## config.mk

```make
export PLATFORM = sky130hd
export DESIGN_NAME = flight_loop_sched
export DESIGN_NICKNAME = d
export VERILOG_FILES = /design/src/rtl/flight_pkg.sv /design/src/rtl/loop_tick_gen.sv /design/src/rtl/flight_loop_sched.sv
export SDC_FILE = /design/constraint.sdc
export NUM_CORES = 1
export LEC_CHECK = 0
export ABC_AREA = 1
export CORE_UTILIZATION = 37
export CTS_BUF_LIST = sky130_fd_sc_hd__clkbuf_16
export DETAILED_ROUTE_END_ITERATION = 10
export HOLD_SLACK_MARGIN = 0.03
export SYNTH_ARGS = -nofsm -noshare
export SYNTH_HDL_FRONTEND = slang
export SYNTH_SLANG_ARGS = --single-unit
```

## constraint.sdc

```tcl
create_clock -name CLK -period 1.7 [get_ports CLK]
set_input_delay 0.255 -clock CLK [delete_from_list [all_inputs] [get_ports CLK]]
set_output_delay 0.255 -clock CLK [all_outputs]
set_load 0.005 [all_outputs]
```

## src/rtl/flight_pkg.sv

```systemverilog
// Shared types and widths for the flight control loop scheduler.
// Contents: loop FSM state enum, counter widths, saturating increment helper.
package flight_pkg;

    localparam int unsigned LOOP_CNT_W = 16;
    localparam int unsigned MAX_LOOP_W = 16;

    typedef enum logic [1:0] {
        ST_WAIT = 2'd0,
        ST_IMU  = 2'd1,
        ST_PID  = 2'd2
    } loop_state_e;

    // Increment that sticks at all-ones instead of wrapping.
    function automatic logic [MAX_LOOP_W-1:0] sat_inc(input logic [MAX_LOOP_W-1:0] v);
        return (v == '1) ? v : v + MAX_LOOP_W'(1);
    endfunction

endpackage

```

## src/rtl/loop_tick_gen.sv

```systemverilog
// Loop-rate tick generator: free-running counter 0..PERIOD-1 with
// PERIOD = BASE_FREQ / LOOP_HZ; TICK is high while the counter sits at PERIOD-1.
// Ports:
//   CLK  - system clock
//   RST  - synchronous active-high reset (counter to 0)
//   TICK - one-cycle loop tick
module loop_tick_gen #(
    parameter int unsigned BASE_FREQ = 16_000_000,
    parameter int unsigned LOOP_HZ   = 1000
) (
    input  logic CLK,
    input  logic RST,
    output logic TICK
);

    localparam int unsigned PERIOD = BASE_FREQ / LOOP_HZ;
    localparam int unsigned CNT_W  = (PERIOD > 1) ? $clog2(PERIOD) : 1;

    logic [CNT_W-1:0] cnt_q;
    logic [CNT_W-1:0] cnt_d;
    logic             tick_c;

    // Terminal-count decode and wrap.
    always_comb begin
        tick_c = (cnt_q == CNT_W'(PERIOD - 1));
        cnt_d  = tick_c ? '0 : cnt_q + CNT_W'(1);
    end

    always_ff @(posedge CLK) begin
        if (RST) begin
            cnt_q <= '0;
        end else begin
            cnt_q <= cnt_d;
        end
    end

    assign TICK = tick_c;

endmodule

```

## src/rtl/flight_loop_sched.sv

```systemverilog
// Flight control loop scheduler: on every loop tick runs IMU read -> PID/mixer
// -> motor latch, with per-stage timeout, overrun detection and arm control.
// Optional feature macro: FLIGHT_LOOP_STATS_EN adds MAX_LOOP_CYCLES.
// Ports:
//   CLK, RST        - clock, synchronous active-high reset
//   ARM_REQ         - level arm request
//   IMU_START/DONE  - IMU read start pulse / completion pulse
//   PID_START/DONE  - PID computation start pulse / completion pulse
//   MOTOR_LATCH     - pulse loading new motor commands
//   ARMED           - motors enabled
//   OVERRUN, FAULT  - sticky status, cleared by disarming or reset
//   LOOP_CNT        - completed-loop counter (wrapping)
//   MAX_LOOP_CYCLES - longest tick-to-latch time since reset (stats build only)
module flight_loop_sched
    import flight_pkg::*;
#(
    parameter int unsigned BASE_FREQ      = 16_000_000,
    parameter int unsigned LOOP_HZ        = 1000,
    parameter int unsigned TIMEOUT_CYCLES = 4000
) (
    input  logic                  CLK,
    input  logic                  RST,
    input  logic                  ARM_REQ,
    output logic                  IMU_START,
    input  logic                  IMU_DONE,
    output logic                  PID_START,
    input  logic                  PID_DONE,
    output logic                  MOTOR_LATCH,
    output logic                  ARMED,
    output logic                  OVERRUN,
    output logic                  FAULT,
    output logic [LOOP_CNT_W-1:0] LOOP_CNT
`ifdef FLIGHT_LOOP_STATS_EN
    ,
    output logic [MAX_LOOP_W-1:0] MAX_LOOP_CYCLES
`endif
);

    localparam int unsigned STG_W = $clog2(TIMEOUT_CYCLES + 1);

    logic tick;

    loop_tick_gen #(
        .BASE_FREQ (BASE_FREQ),
        .LOOP_HZ   (LOOP_HZ)
    ) u_tick (
        .CLK  (CLK),
        .RST  (RST),
        .TICK (tick)
    );

    loop_state_e           state_q,       state_d;
    logic [STG_W-1:0]      stg_cnt_q,     stg_cnt_d;
    logic                  imu_start_q,   imu_start_d;
    logic                  pid_start_q,   pid_start_d;
    logic                  latch_q,       latch_d;
    logic                  armed_q,       armed_d;
    logic                  overrun_q,     overrun_d;
    logic                  fault_q,       fault_d;
    logic [LOOP_CNT_W-1:0] loop_cnt_q,    loop_cnt_d;
    logic                  stage_timeout;

    // Sequencing, timeout, arm and sticky-status next-state logic.
    always_comb begin
        state_d       = state_q;
        stg_cnt_d     = stg_cnt_q;
        imu_start_d   = 1'b0;
        pid_start_d   = 1'b0;
        latch_d       = 1'b0;
        armed_d       = armed_q;
        overrun_d     = overrun_q;
        fault_d       = fault_q;
        loop_cnt_d    = loop_cnt_q;
        stage_timeout = (stg_cnt_q == STG_W'(TIMEOUT_CYCLES - 1));

        // Disarming clears the sticky flags; arming only happens between loops.
        if (!ARM_REQ) begin
            armed_d   = 1'b0;
            overrun_d = 1'b0;
            fault_d   = 1'b0;
        end else if ((state_q == ST_WAIT) && !fault_q) begin
            armed_d = 1'b1;
        end

        // A tick while busy is dropped, only flagged; setting wins over clearing.
        if (tick && (state_q != ST_WAIT)) begin
            overrun_d = 1'b1;
        end

        case (state_q)
            ST_WAIT: begin
                if (tick) begin
                    state_d     = ST_IMU;
                    imu_start_d = 1'b1;
                    stg_cnt_d   = '0;
                end
            end
            ST_IMU: begin
                if (IMU_DONE) begin
                    state_d     = ST_PID;
                    pid_start_d = 1'b1;
                    stg_cnt_d   = '0;
                end else if (stage_timeout) begin
                    state_d = ST_WAIT;
                    fault_d = 1'b1;
                    armed_d = 1'b0;
                end else begin
                    stg_cnt_d = stg_cnt_q + STG_W'(1);
                end
            end
            ST_PID: begin
                if (PID_DONE) begin
                    state_d    = ST_WAIT;
                    latch_d    = 1'b1;
                    loop_cnt_d = loop_cnt_q + LOOP_CNT_W'(1);
                end else if (stage_timeout) begin
                    state_d = ST_WAIT;
                    fault_d = 1'b1;
                    armed_d = 1'b0;
                end else begin
                    stg_cnt_d = stg_cnt_q + STG_W'(1);
                end
            end
            default: begin
                state_d = ST_WAIT;
            end
        endcase
    end

    always_ff @(posedge CLK) begin
        if (RST) begin
            state_q     <= ST_WAIT;
            stg_cnt_q   <= '0;
            imu_start_q <= 1'b0;
            pid_start_q <= 1'b0;
            latch_q     <= 1'b0;
            armed_q     <= 1'b0;
            overrun_q   <= 1'b0;
            fault_q     <= 1'b0;
            loop_cnt_q  <= '0;
        end else begin
            state_q     <= state_d;
            stg_cnt_q   <= stg_cnt_d;
            imu_start_q <= imu_start_d;
            pid_start_q <= pid_start_d;
            latch_q     <= latch_d;
            armed_q     <= armed_d;
            overrun_q   <= overrun_d;
            fault_q     <= fault_d;
            loop_cnt_q  <= loop_cnt_d;
        end
    end

    assign IMU_START   = imu_start_q;
    assign PID_START   = pid_start_q;
    assign MOTOR_LATCH = latch_q;
    assign ARMED       = armed_q;
    assign OVERRUN     = overrun_q;
    assign FAULT       = fault_q;
    assign LOOP_CNT    = loop_cnt_q;

`ifdef FLIGHT_LOOP_STATS_EN
    logic [MAX_LOOP_W-1:0] loop_cyc_q, loop_cyc_d;
    logic [MAX_LOOP_W-1:0] max_loop_q, max_loop_d;
    logic [MAX_LOOP_W-1:0] loop_len_c;

    // loop_cyc counts cycles since the accepted tick; +1 covers the latch cycle.
    always_comb begin
        loop_cyc_d = loop_cyc_q;
        max_loop_d = max_loop_q;
        loop_len_c = sat_inc(loop_cyc_q);
        if (state_q == ST_WAIT) begin
            if (tick) begin
                loop_cyc_d = MAX_LOOP_W'(1);
            end
        end else begin
            loop_cyc_d = loop_len_c;
        end
        if ((state_q == ST_PID) && PID_DONE && (loop_len_c > max_loop_q)) begin
            max_loop_d = loop_len_c;
        end
    end

    always_ff @(posedge CLK) begin
        if (RST) begin
            loop_cyc_q <= '0;
            max_loop_q <= '0;
        end else begin
            loop_cyc_q <= loop_cyc_d;
            max_loop_q <= max_loop_d;
        end
    end

    assign MAX_LOOP_CYCLES = max_loop_q;
`endif

endmodule

```

==> results by stage, run 1 <==
Finish:
- In the layout the commonest cells are sky130_fd_sc_hd__nand2_1 (76), sky130_fd_sc_hd__dfxtp_1 (47), sky130_fd_sc_hd__nor2_1 (42).
- In the final layout, the share of cells above drive strength 1 is 0.1488.
- The net count of the finished layout is 421.
- The area growth from synthesis to layout is 26.04%.
- The library cell used most frequently in the layout, excluding fill and tap cells, is sky130_fd_sc_hd__nand2_1.
- The non-filler instance count after layout is 487.
- The repair_antennas step left the layout with diodes totalling 0.
- The layout has 648 filler cells.

Placement:
- The count of input and output buffers is 26.
- The half-perimeter wire length after detailed placement is 4065 um.
- Once placement completed, the tool counted placed cells totaling 477.
- The placer's final routability congestion estimate is 0.8658.

Detailed routing:
- The remaining routing DRC violations is 0.
- After detailed routing, the average wire length per cell comes to 11.35 um.
- The via count normalized by instance count is 4.817.
- The remaining number of nets flagged by the antenna check after routing is 0.
- The total length of routed wires is 5526 um.
- After the first detailed-routing iteration, the DRC count stood at 51.
- The detailed-router iteration count before antenna repair is 4.
- The detailed router placed 2,346 vias in this run.

Power:
- The internal portion of the total power is 1.753 mW.
- In this run the power density over the cells is 698.6 mW/mm^2.
- The share of total power dissipated in the clock network is 0.445.
- The share of total power dissipated in sequential elements is 0.526.
- The maximum resistive drop on vdd is 0.4493 mV.
- Of the total power, combinational logic draws 0.029.
- Of the total power, the share spent switching nets is 0.2197.
- The analysis attributes to net switching a power of 493.5 uW.
- Total power for the finished layout comes to 2.246 mW.
- The static leakage power is 1.182 nW.

Clock network:
- TritonCTS created 5 clock buffers.
- Counting every sink on the clock net gives 50.
- The number of H-tree levels is 2.
- The worst-skew pair later-pin latency is 0.29 ns.
- After clock tree synthesis, the clock-pin slew on the worst setup and hold paths is 0.07 ns.
- The clock tree from TritonCTS is built.
- No sink is reached through more buffers than the 2 on the longest clock path.
- The tree is rooted in a sky130_fd_sc_hd__clkbuf_16.

Critical path:
- The largest fanout on the critical path is 3.
- In this run the critical register-to-register path is launched from state_q[1].
- The destination of the worst register-to-register timing path is stg_cnt_q[4].
- For the worst flop-to-flop path, the logic depth is 11.
- STA puts the critical path data arrival time at 1.27 ns.
- The element type at the critical path end is an output pin.
- STA classifies the critical path startpoint as a flop.
- The worst setup path category is reg2out.
- In this run the register-to-register setup slack is 0.18 ns.
- Data on the critical path is required at its endpoint by 1.44 ns.

Synthesis:
- The share of synthesized area in the top cell type comes to 0.3923.
- The unique cell type count in the Yosys netlist is 33.
- Yosys printed 0 warnings.
- sky130_fd_sc_hd__dfxtp_1 takes more of the synthesized area than any other cell.
- The number of nets in the synthesized netlist is 375.
- The post-synthesis instance area is 0.002551 mm^2.
- Synthesis produced a netlist whose cell count is 363.
- After synthesis the netlist holds a flip-flop and latch count of 50.
- After synthesis, the cell types taking the most area are sky130_fd_sc_hd__dfxtp_1 (39%), sky130_fd_sc_hd__nand2_1 (11%), sky130_fd_sc_hd__a21oi_1 (6.7%).
- The share of the Yosys chip area taken by registers is 0.3923.
- A synthesized cell averages 7.028 um^2.

Global routing:
- The maximum number of pins on one net before global-route repair is 20.
- The via count of the first global-routing pass was 2,196.
- The first-pass GRT wire length is 9570 um.
- Across every metal layer, demand over resource in global routing totals 0.1637.
- The initial antenna violation count is 0.
- The total overflow reported by the global router is 0.

Job:
- Across the run, the number of max-cap violations was 0.

Die:
- The die boundary height is 85.04 um.
- The count of pins on the block boundary is 27.
- The die area is 0.007231 mm^2.
- The die span in x is 85.04 um.
- In this run the core area contains 29 standard-cell rows.
- The core region area is 0.006495 mm^2.
- The starting density of the core is 0.3928.

Hold path:
- The classification of the worst-slack hold path is reg2reg.
- The capture endpoint of the worst hold path is u_tick.cnt_q[0].
- The instance count along the most critical hold path is 1.
- The launch instance of the worst min-delay path is u_tick.cnt_q[0].

STA:
- On the final layout, the worst clock skew is 0.006038 ns.
- In the finished design, the share of the clock period the worst path needs comes to 0.8965.
- In this run the tightest slew margin relative to its limit is 0.7199.
- The timing-limited maximum frequency is 656.1 MHz.
- The final period demand of the worst path is 1.524 ns.
- Hold timing on the final database bottoms out at a slack of 0.4502 ns.
- The max-slew violation count is 0.
- The setup-violating endpoint count in the final report is 0.
- The number of endpoints with negative hold slack in the final report is 0.
- The transition time at the pin with the least slew margin is 0.4169 ns.

Status:
- The flow ran to the end, and the final reports show no timing, DRC or antenna violations.
==> worst max-delay path by stage <==
stage | from | to | slack, ns | cells after the start
after floorplan | state_q[1] | stg_cnt_q[9] | 0.24 | 11
after global placement | PID_DONE | LOOP_CNT[12] | -0.02 | 8
after detailed placement | PID_DONE | LOOP_CNT[12] | -0.07 | 8
after CTS | state_q[1] | stg_cnt_q[4] | 0.06 | 11
after global routing | state_q[0] | LOOP_CNT[12] | -0.01 | 10
final | LOOP_CNT[0] | LOOP_CNT[0] | 0.18 | 2
==> routing by layer <==
layer / global-route usage / vias to the layer above / wire length (um)
li1: - / 1271 / -
met1: 0.2149 / 1030 / 2841
met2: 0.2698 / 37 / 2403
met3: 0.02821 / 8 / 195
met4: 0.06009 / 0 / 87
met5: 0 / - / 0
==> logic make-up after synthesis <==
kind of cell,synth area share
compound gates,0.1344
xor+xnor,0.03090
fa+ha+maj,0.03433
buf+inv,0.07896
flops,0.3923
simple gates,0.3291
==> area by class of cell <==
class                      instances  area, um^2  share of cell area
multi-input combinational        260        1390              0.4323
sequential                        50        1005              0.3125
timing repair buffer              45       402.9              0.1253
inverter                          47       176.4             0.05486
clock buffer                       5       125.1             0.03891
tap                               77       96.34             0.02996
clock inverter                     3       20.02            0.006226
==> flip-flops by register name, summed over array words and instances, names as in the netlist <==
signal	count
stg_cnt_q	12
OVERRUN	1
PID_START	1
u_tick.cnt_q	14
LOOP_CNT	16
IMU_START	1
state_q	2
MOTOR_LATCH	1
FAULT	1
ARMED	1
==> synthesized netlist by cell type <==
master and count:
sky130_fd_sc_hd__nand3_4 1, sky130_fd_sc_hd__a21oi_1 34, sky130_fd_sc_hd__xor2_1 7, sky130_fd_sc_hd__inv_2 4
sky130_fd_sc_hd__buf_2 2, sky130_fd_sc_hd__nand3b_1 1, sky130_fd_sc_hd__nand3_1 23, sky130_fd_sc_hd__o21ai_1 12
sky130_fd_sc_hd__nand3_2 2, sky130_fd_sc_hd__buf_1 1, sky130_fd_sc_hd__nand4_1 6, sky130_fd_sc_hd__a31o_2 1
sky130_fd_sc_hd__xnor2_1 2, sky130_fd_sc_hd__o211ai_1 2, sky130_fd_sc_hd__nand2_2 4, sky130_fd_sc_hd__a21oi_4 1
sky130_fd_sc_hd__nand2_1 77, sky130_fd_sc_hd__o21ai_0 10, sky130_fd_sc_hd__or2_1 1, sky130_fd_sc_hd__o21bai_1 2
sky130_fd_sc_hd__nor2_2 6, sky130_fd_sc_hd__nor3_1 10, sky130_fd_sc_hd__nand2_4 2, sky130_fd_sc_hd__inv_1 42
sky130_fd_sc_hd__ha_1 7, sky130_fd_sc_hd__nor3b_1 1, sky130_fd_sc_hd__clkinv_1 1, sky130_fd_sc_hd__or2_2 2
sky130_fd_sc_hd__nor2_1 42, sky130_fd_sc_hd__o21a_1 1, sky130_fd_sc_hd__clkbuf_1 3, sky130_fd_sc_hd__dfxtp_1 50
sky130_fd_sc_hd__nor2_4 3
==> power by group through the flow <==
| stage | logic, mW | clock network (mW) | registers (mW) |
|---|---|---|---|
| finish | 0.0657 | 0.999 | 1.18 |
| global placement | 0.0647 | 0 | 1.21 |
| CTS | 0.0661 | 1.04 | 1.18 |
| detailed placement | 0.0656 | 0 | 1.21 |
| floorplan | 0.0344 | 0 | 1.21 |
| global route | 0.0732 | 1.07 | 1.18 |
==> worst max-delay path, stage by stage, from the launching register on <==
cell and delay (ns):
sky130_fd_sc_hd__dfxtp_1 0.34, sky130_fd_sc_hd__buf_4 0.13, sky130_fd_sc_hd__clkdlybuf4s50_1 0.50
==> timing repair <==
| action | in CTS | in global routing |
|---|---|---|
| hold buffers | 0 | 0 |
| resized for setup | 0 | 13 |
| setup buffers | 0 | 2 |
| setup endpoints to repair | 0 | 19 |
==> through the flow <==
step	setup TNS (ns)	setup slack (ns)	cell area [um^2]	util
after floorplan	0	0.2432	2551	-
after global placement	-0.04629	-0.02162	3010	0.4635
after detailed placement	-0.2169	-0.07265	3010	0.4635
after CTS	0	0.05597	3156	0.4858
after global routing	-0.009853	-0.009853	3216	0.4951
final	0	0.1759	3216	0.4951
No activity file was read; power rests on OpenSTA's default activity.
==> inputs of run 2 (changes only) <==
--- a/config.mk
+++ b/config.mk
@@ -6,10 +6,14 @@
 export NUM_CORES = 1
 export LEC_CHECK = 0
 export ABC_AREA = 1
+export CELL_PAD_IN_SITES_DETAIL_PLACEMENT = 0
+export CELL_PAD_IN_SITES_GLOBAL_PLACEMENT = 1
 export CORE_UTILIZATION = 37
 export CTS_BUF_LIST = sky130_fd_sc_hd__clkbuf_16
 export DETAILED_ROUTE_END_ITERATION = 10
 export HOLD_SLACK_MARGIN = 0.03
+export PLACE_DENSITY_LB_ADDON = 0.1
 export SYNTH_ARGS = -nofsm -noshare
 export SYNTH_HDL_FRONTEND = slang
 export SYNTH_SLANG_ARGS = --single-unit
+export TNS_END_PERCENT = 20
==> run 2 against run 1 <==
Fmax shrank 1.7%. Die area is the same. Sequential power is essentially flat. Worst hold slack lost 0.0068 ns. Sequential share of layout area grew 0.61 points. Combinational power shrank 4.1%. First-iteration DRC count grew 96%. Via count shrank 1.6%. Worst setup slack lost 0.027 ns. Non-clock buffer count shrank 5. Critical path depth grew 9.
==> results by stage, run 2 (same netlist as run 1, synthesis figures left out) <==
Finish:
- The number of flip-flops under the largest register name came to 16 (unchanged).
- The non-filler instance count after layout is 482 (was 487).
- The area added between synthesis and finish came to 23.49% (was 26.04%).
- The count of antenna diodes in the layout is 0 (unchanged).
- The final core area utilization is 0.4851 (was 0.4951).
- The final cell area excluding filler cells is 0.003151 mm^2 (was 0.003216 mm^2).
- Commonest cells after routing, fill and taps aside: sky130_fd_sc_hd__nand2_1 (76), sky130_fd_sc_hd__dfxtp_1 (48), sky130_fd_sc_hd__inv_1 (42) (was sky130_fd_sc_hd__nand2_1 (76), sky130_fd_sc_hd__dfxtp_1 (47), sky130_fd_sc_hd__nor2_1 (42)).
- The most frequent standard cell in the layout excluding fill and tap cells is sky130_fd_sc_hd__nand2_1 (unchanged).
- The final net count is 416 (was 421).
- The fraction of final layout cells sized beyond drive strength 1 is 0.1358 (was 0.1488).

Placement:
- The half-perimeter wire length after detailed placement came to 4114 um (was 4065 um).
- The placer's final routability congestion estimate is 0.8129 (was 0.8658).
- The cell count after placement came to 474 (was 477).
- The pre-CTS worst setup slack was -0.07082 ns (was -0.07265 ns).
- The count of input and output buffers is 26 (unchanged).
- The cell area after placement is 0.002988 mm^2 (was 0.003010 mm^2).

Critical path:
- The largest fanout on the critical path came to 6 (was 3).
- By instance count, the cell type seen most on the critical path is sky130_fd_sc_hd__nand2_1.
- The family of cells with the greatest summed delay on the critical path is simple AND/OR/NAND/NOR gates (was buffers and inverters).
- The critical path startpoint is state_q[1] (was LOOP_CNT[0]).
- The element type at the critical path end is a flop (was output pin).
- The worst setup path category is reg2reg (was reg2out).
- The largest stage delay on the critical path came to 0.35 ns (was 0.50 ns).
- The critical path buffer and inverter count came to 4 (was 2).
- The reg-to-reg startpoint was state_q[1] (unchanged).
- The worst endpoint data arrival time is 1.77 ns (was 1.27 ns).
- The data required time at the worst endpoint is 1.92 ns (was 1.44 ns).
- The critical-path cell with the highest stage delay is sky130_fd_sc_hd__dfxtp_2 (was sky130_fd_sc_hd__clkdlybuf4s50_1).
- CP Cell Sequence: inv_1 > ha_2 > inv_1 > or2_1 > nand2_1 > nand2_1 > inv_2 > nand3_2 > inv_2 > nand2_1 > a21oi_1 (was buf_4 > clkdlybuf4s50_1).
- The launching element type of the critical path is a flop (unchanged).

Power:
- The power density over the cells is 698.9 mW/mm^2 (was 698.6 mW/mm^2).
- The maximum resistive drop on vdd came to 0.3442 mV (was 0.4493 mV).
- The static leakage power was 1.147 nW (was 1.182 nW).

Die:
- The die span in x was 85.04 um (unchanged).
- The starting density of the core is 0.3928 (unchanged).
- The core region area is 0.006495 mm^2 (unchanged).
- The die area is 0.007231 mm^2 (unchanged).
- The count of pins on the block boundary is 27 (unchanged).
- The number of placement rows is 29 (unchanged).
- The die boundary height came to 85.04 um (unchanged).

Clock network:
- The clock tree from TritonCTS was built (unchanged).
- The buffer levels on the longest clock path is 2 (unchanged).
- The total CTS buffers is 5 (unchanged).
- The number of clock sinks is 50 (unchanged).
- The number of H-tree levels was 2 (unchanged).
- The clock-pin slew reported for the worst setup and hold paths after clock tree synthesis came to 0.07 ns (about the same).
- The clock tree root buffer cell is sky130_fd_sc_hd__clkbuf_16 (unchanged).
- The worst-skew pair later-pin latency is 0.28 ns (was 0.29 ns).
- The number of setup buffers added after CTS is 0 (unchanged).

Detailed routing:
- The detailed-route via count is 2,309 (was 2,346).
- The detailed router's first-iteration violation count was 100 (was 51).
- The remaining routing DRC violations is 0 (unchanged).
- The remaining number of nets flagged by the antenna check after routing is 0 (unchanged).
- The total length of routed wires is 5541 um (was 5526 um).
- The detailed-route wire length per cell came to 11.50 um (was 11.35 um).
- The via count normalized by instance count is 4.790 (was 4.817).
- The detailed-router iteration count before antenna repair is 4 (unchanged).

STA:
- The setup TNS is 0 ns (unchanged).
- The final setup skew was 0.005697 ns (was 0.006038 ns).
- The share of the clock period used by the worst path after layout is 0.9123 (was 0.8965).
- The final worst-path setup slack is 0.1490 ns (was 0.1759 ns).
- Setup repair after global routing could not meet its margin everywhere.
- The worst slew margin relative to its limit is 0.7081 (was 0.7199).
- The transition time at the pin with the least slew margin is 0.4346 ns (was 0.4169 ns).
- The setup-violating endpoint count in the final report is 0 (unchanged).
- The timing-limited maximum frequency was 644.8 MHz (was 656.1 MHz).
- The number of endpoints with negative hold slack in the final report came to 0 (unchanged).
- The final period demand of the worst path is 1.551 ns (was 1.524 ns).
- The max-slew violation count was 0 (unchanged).

Global routing:
- The overall fraction of global-route tracks in use is 0.1687 (was 0.1637).
- The total overflow reported by the global router is 0 (unchanged).
- The via count of the first global-routing pass came to 2,133 (was 2,196).
- The first-pass GRT wire length came to 9701 um (was 9570 um).
- The maximum number of pins on one net before global-route repair came to 20 (unchanged).
- The initial antenna violation count was 0 (unchanged).

Hold path:
- The launch instance of the worst min-delay path was u_tick.cnt_q[0] (unchanged).
- The classification of the worst-slack hold path is reg2reg (unchanged).

Job:
- The count of maximum capacitance violations was 0 (unchanged).

Status:
- Outcome: finished clean (unchanged).
==> run 2: layout make-up <==
class                   count  area (um^2)
repair buffers             40        365.4
clock buffers               5        125.1
flip-flops and latches     50         1003
fillers                   663         3344
well taps                  77        96.34
inverters                  47        176.4
clock inverters             3        12.51
multi-input cells         260         1371
==> run 2: worst paths after layout <==
kind                     end  slack, ns  depth (start not counted)
max reg2reg    stg_cnt_q[10]       0.15                         11
max            stg_cnt_q[10]       0.15                         11
min reg2reg  u_tick.cnt_q[0]       0.44                          1
min          u_tick.cnt_q[0]       0.44                          1
==> run 2: worst reg2reg max path, delay by kind of cell, from the launching register on <==
kind,cells,cell delay [ns]
AOI/OAI and AO/OA,1,0.11
adders and majority gates,1,0.18
buffers and inverters,4,0.35
DFF,1,0.35
and+or+nand+nor,5,0.50
==> run 2: power by group <==
part | total [mW] | leakage, nW | internal [mW] | switching [mW]
combinational | 0.0630 | 0.670 | 0.0275 | 0.0355
sequential | 1.18 | 0.404 | 1.18 | 0.00427
clock | 0.957 | 0.0724 | 0.533 | 0.423
==> run 2: per-layer routing <==
metal	GRT usage	share of wire	vias up
met5	0	0	-
met4	0.05547	0.013	0
met3	0.03502	0.027	5
met2	0.2720	0.43	23
met1	0.2256	0.53	1028
li1	-	-	1253
==> run 2: what timing repair did <==
action                     CTS  global route
setup endpoints to repair    0            19
resized for setup            0            10
hold buffers                 0             0
==> run 2: metrics by stage <==
stage	hold WS, ns	total power [mW]
floorplan	0.3808	1.243
global placement	0.4294	1.273
detailed placement	0.4398	1.273
CTS	0.4496	2.236
global route	0.4712	2.298
finish	0.4434	2.202
==> inputs of run 3 (changes only) <==
--- a/config.mk
+++ b/config.mk
@@ -6,10 +6,11 @@
 export NUM_CORES = 1
 export LEC_CHECK = 0
 export ABC_AREA = 1
+export CAP_MARGIN = 20
 export CELL_PAD_IN_SITES_DETAIL_PLACEMENT = 0
 export CELL_PAD_IN_SITES_GLOBAL_PLACEMENT = 1
 export CORE_UTILIZATION = 37
-export CTS_BUF_LIST = sky130_fd_sc_hd__clkbuf_16
+export CTS_BUF_LIST = sky130_fd_sc_hd__clkbuf_4 sky130_fd_sc_hd__clkbuf_8 sky130_fd_sc_hd__clkbuf_16
 export DETAILED_ROUTE_END_ITERATION = 10
 export HOLD_SLACK_MARGIN = 0.03
 export PLACE_DENSITY_LB_ADDON = 0.1
==> run 3 against run 2 <==
Fmax fell by 1.1%. Critical path type unchanged. Final cell count did not move. Critical endpoint unchanged. Flip-flop and latch count did not move. Clock power fell by 23%. Via count rose by 0.26%. Global-route usage fell by 0.14 points. Combinational power rose by 0.6%. Core utilization fell by 0.54 points.
==> results by stage, run 3 (same netlist as run 1, synthesis figures left out) <==
Die:
- The die span in x is 85.04 um (unchanged).
- The starting density of the core was 0.3928 (unchanged).
- The die area was 0.007231 mm^2 (unchanged).
- The die boundary height is 85.04 um (unchanged).
- The core region area was 0.006495 mm^2 (unchanged).
- The count of pins on the block boundary is 27 (unchanged).
- The number of placement rows was 29 (unchanged).

Global routing:
- The total overflow reported by the global router is 0 (unchanged).
- The maximum number of pins on one net before global-route repair was 20 (unchanged).
- The via count of the first global-routing pass was 2,129 (was 2,133).
- The first-pass GRT wire length is 9646 um (was 9701 um).
- The overall fraction of global-route tracks in use came to 0.1673 (was 0.1687).
- The initial antenna violation count came to 0 (unchanged).

Critical path:
- The worst setup path category is reg2reg (unchanged).
- The most frequent cell on the critical path is sky130_fd_sc_hd__nand2_1 (unchanged).
- The data required time at the worst endpoint was 1.94 ns (was 1.92 ns).
- The critical-path cell with the highest stage delay is sky130_fd_sc_hd__dfxtp_4 (was sky130_fd_sc_hd__dfxtp_2).
- The element type at the critical path end is a flop (unchanged).
- The largest stage delay on the critical path was 0.38 ns (was 0.35 ns).
- The worst setup slack for register-to-register paths is 0.13 ns (was 0.15 ns).
- The largest fanout on the critical path is 6 (unchanged).
- The worst endpoint data arrival time is 1.81 ns (was 1.77 ns).
- The launching element type of the critical path is a flop (unchanged).
- CP Cell Sequence: inv_1 > ha_2 > inv_1 > or2_1 > nand2_1 > nand2_1 > inv_2 > nand3_2 > inv_2 > nand2_1 > a21oi_1 (unchanged).

Finish:
- The final cell area excluding filler cells is 0.003115 mm^2 (was 0.003151 mm^2).
- The most frequent standard cell in the layout excluding fill and tap cells is sky130_fd_sc_hd__nand2_1 (unchanged).
- The non-filler instance count after layout is 482 (unchanged).
- The final net count is 416 (unchanged).
- The final core area utilization is 0.4797 (was 0.4851).
- The number of flip-flops under the largest register name is 16 (unchanged).
- The total area of multi-input combinational cells is 0.001375 mm^2 (was 0.001371 mm^2).
- Commonest cells after routing, fill and taps aside: sky130_fd_sc_hd__nand2_1 (76), sky130_fd_sc_hd__dfxtp_1 (47), sky130_fd_sc_hd__inv_1 (41), sky130_fd_sc_hd__nor2_1 (41), sky130_fd_sc_hd__a21oi_1 (33) (was sky130_fd_sc_hd__nand2_1 (76), sky130_fd_sc_hd__dfxtp_1 (48), sky130_fd_sc_hd__inv_1 (42)).
- The fraction of final layout cells sized beyond drive strength 1 is 0.1457 (was 0.1358).
- The count of antenna diodes in the layout is 0 (unchanged).
- The area taken by flip-flops and latches is 0.001007 mm^2 (was 0.001003 mm^2).
- The area added between synthesis and finish is 22.12% (was 23.49%).
- The total of fill cells in the finished design came to 670 (was 663).

Status:
- Outcome: finished clean (unchanged).

STA:
- The max-slew violation count is 0 (unchanged).
- The setup TNS is 0 ns (unchanged).
- The final period demand of the worst path is 1.569 ns (was 1.551 ns).
- The timing-limited maximum frequency is 637.4 MHz (was 644.8 MHz).
- The worst slew margin relative to its limit came to 0.7081 (about the same).
- The share of the clock period used by the worst path after layout is 0.9229 (was 0.9123).
- The transition time at the pin with the least slew margin is 0.4346 ns (about the same).
- The number of endpoints with negative hold slack in the final report is 0 (unchanged).
- The setup-violating endpoint count in the final report is 0 (unchanged).
- The final setup skew is 0.005488 ns (was 0.005697 ns).

Placement:
- The placer's final routability congestion estimate is 0.8129 (unchanged).
- The half-perimeter wire length after detailed placement was 4114 um (unchanged).
- The count of input and output buffers is 26 (unchanged).
- The cell count after placement is 474 (unchanged).
- The cell area after placement is 0.002988 mm^2 (unchanged).

Clock network:
- The clock-pin slew reported for the worst setup and hold paths after clock tree synthesis is 0.09 ns (was 0.07 ns).
- The clock tree root buffer cell is sky130_fd_sc_hd__clkbuf_8 (was sky130_fd_sc_hd__clkbuf_16).
- The total CTS buffers came to 5 (unchanged).
- The number of clock sinks is 50 (unchanged).
- The number of H-tree levels is 2 (unchanged).
- The clock tree from TritonCTS is built (unchanged).
- The buffer levels on the longest clock path came to 2 (unchanged).
- The worst-skew pair later-pin latency is 0.30 ns (was 0.28 ns).

Detailed routing:
- The remaining routing DRC violations came to 0 (unchanged).
- The via count normalized by instance count was 4.803 (was 4.790).
- The remaining number of nets flagged by the antenna check after routing is 0 (unchanged).
- The total length of routed wires is 5513 um (was 5541 um).
- The detailed router's first-iteration violation count is 97 (was 100).
- The detailed-route wire length per cell is 11.44 um (was 11.50 um).
- The detailed-router iteration count before antenna repair is 4 (unchanged).
- The detailed-route via count is 2,315 (was 2,309).

Power:
- The static leakage power is 1.127 nW (was 1.147 nW).
- The power density over the cells is 636.8 mW/mm^2 (was 698.9 mW/mm^2).
- The post-layout total power is 1.984 mW (was 2.202 mW).
- The maximum resistive drop on vdd was 0.2982 mV (was 0.3442 mV).

Hold path:
- The classification of the worst-slack hold path is reg2reg (unchanged).

Job:
- The count of maximum capacitance violations is 0 (unchanged).
[run 3: cell types whose count changed in the layout (fill, tap and decap cells not counted), sizes merged]
cell | previous run | this run
clkinv | 2 | 1
clkbuf | 5 | 7
inv | 48 | 47
[run 3: timing repair]
item | CTS | global route
endpoints found under the hold margin | 0 | 0
setup endpoints to repair | 0 | 20
hold buffers | 0 | 0
gates resized for setup | 0 | 13
setup buffers | 0 | 0
[run 3: final timing paths]
| path | cells past startpoint | to | from |
|---|---|---|---|
| max reg2reg | 11 | stg_cnt_q[10] | state_q[1] |
| max | 11 | stg_cnt_q[10] | state_q[1] |
| min | 1 | u_tick.cnt_q[0] | u_tick.cnt_q[0] |
| min reg2reg | 1 | u_tick.cnt_q[0] | u_tick.cnt_q[0] |
[run 3: critical path, delay by kind of cell, from the launching register on]
| kind | cells | cell delay (ns) |
|---|---|---|
| AND/OR/NAND/NOR | 5 | 0.50 |
| flip-flops | 1 | 0.38 |
| buffers and inverters | 4 | 0.34 |
| adder cells (fa/ha/maj) | 1 | 0.18 |
| AO/OA/AOI/OAI | 1 | 0.11 |
[run 3: through the flow]
step / worst slack [ns] / hold WS (ns)
2_1_floorplan: 0.2432 / 0.3808
3_3_place_gp: -0.02977 / 0.4294
3_5_place_dp: -0.07082 / 0.4398
4_1_cts: 0.07330 / 0.4539
5_1_grt: -0.003074 / 0.4760
6_report: 0.1311 / 0.4478
[run 3: report_power, final]
| part | internal [mW] | switching (mW) |
|---|---|---|
| logic | 0.0275 | 0.0359 |
| clock network | 0.345 | 0.395 |
| registers | 1.18 | 0.00429 |
| total | 1.55 | 0.435 |
[run 3: metal layers]
layer / global-route usage / routed length, um / vias up
met5: 0 / 0 / -
met4: 0.05085 / 58 / 0
met3: 0.03502 / 174 / 6
met2: 0.2691 / 2372 / 27
met1: 0.2256 / 2908 / 1031
li1: - / - / 1251
[run 3: final cells by class]
class | instances | area share
Tap cell | 77 | 0.03092
Clock buffer | 7 | 0.02892
Sequential cell | 50 | 0.3233
Inverter | 47 | 0.05663
Timing Repair Buffer | 40 | 0.1173
Clock inverter | 1 | 0.001606
Multi-Input combinational cell | 260 | 0.4414
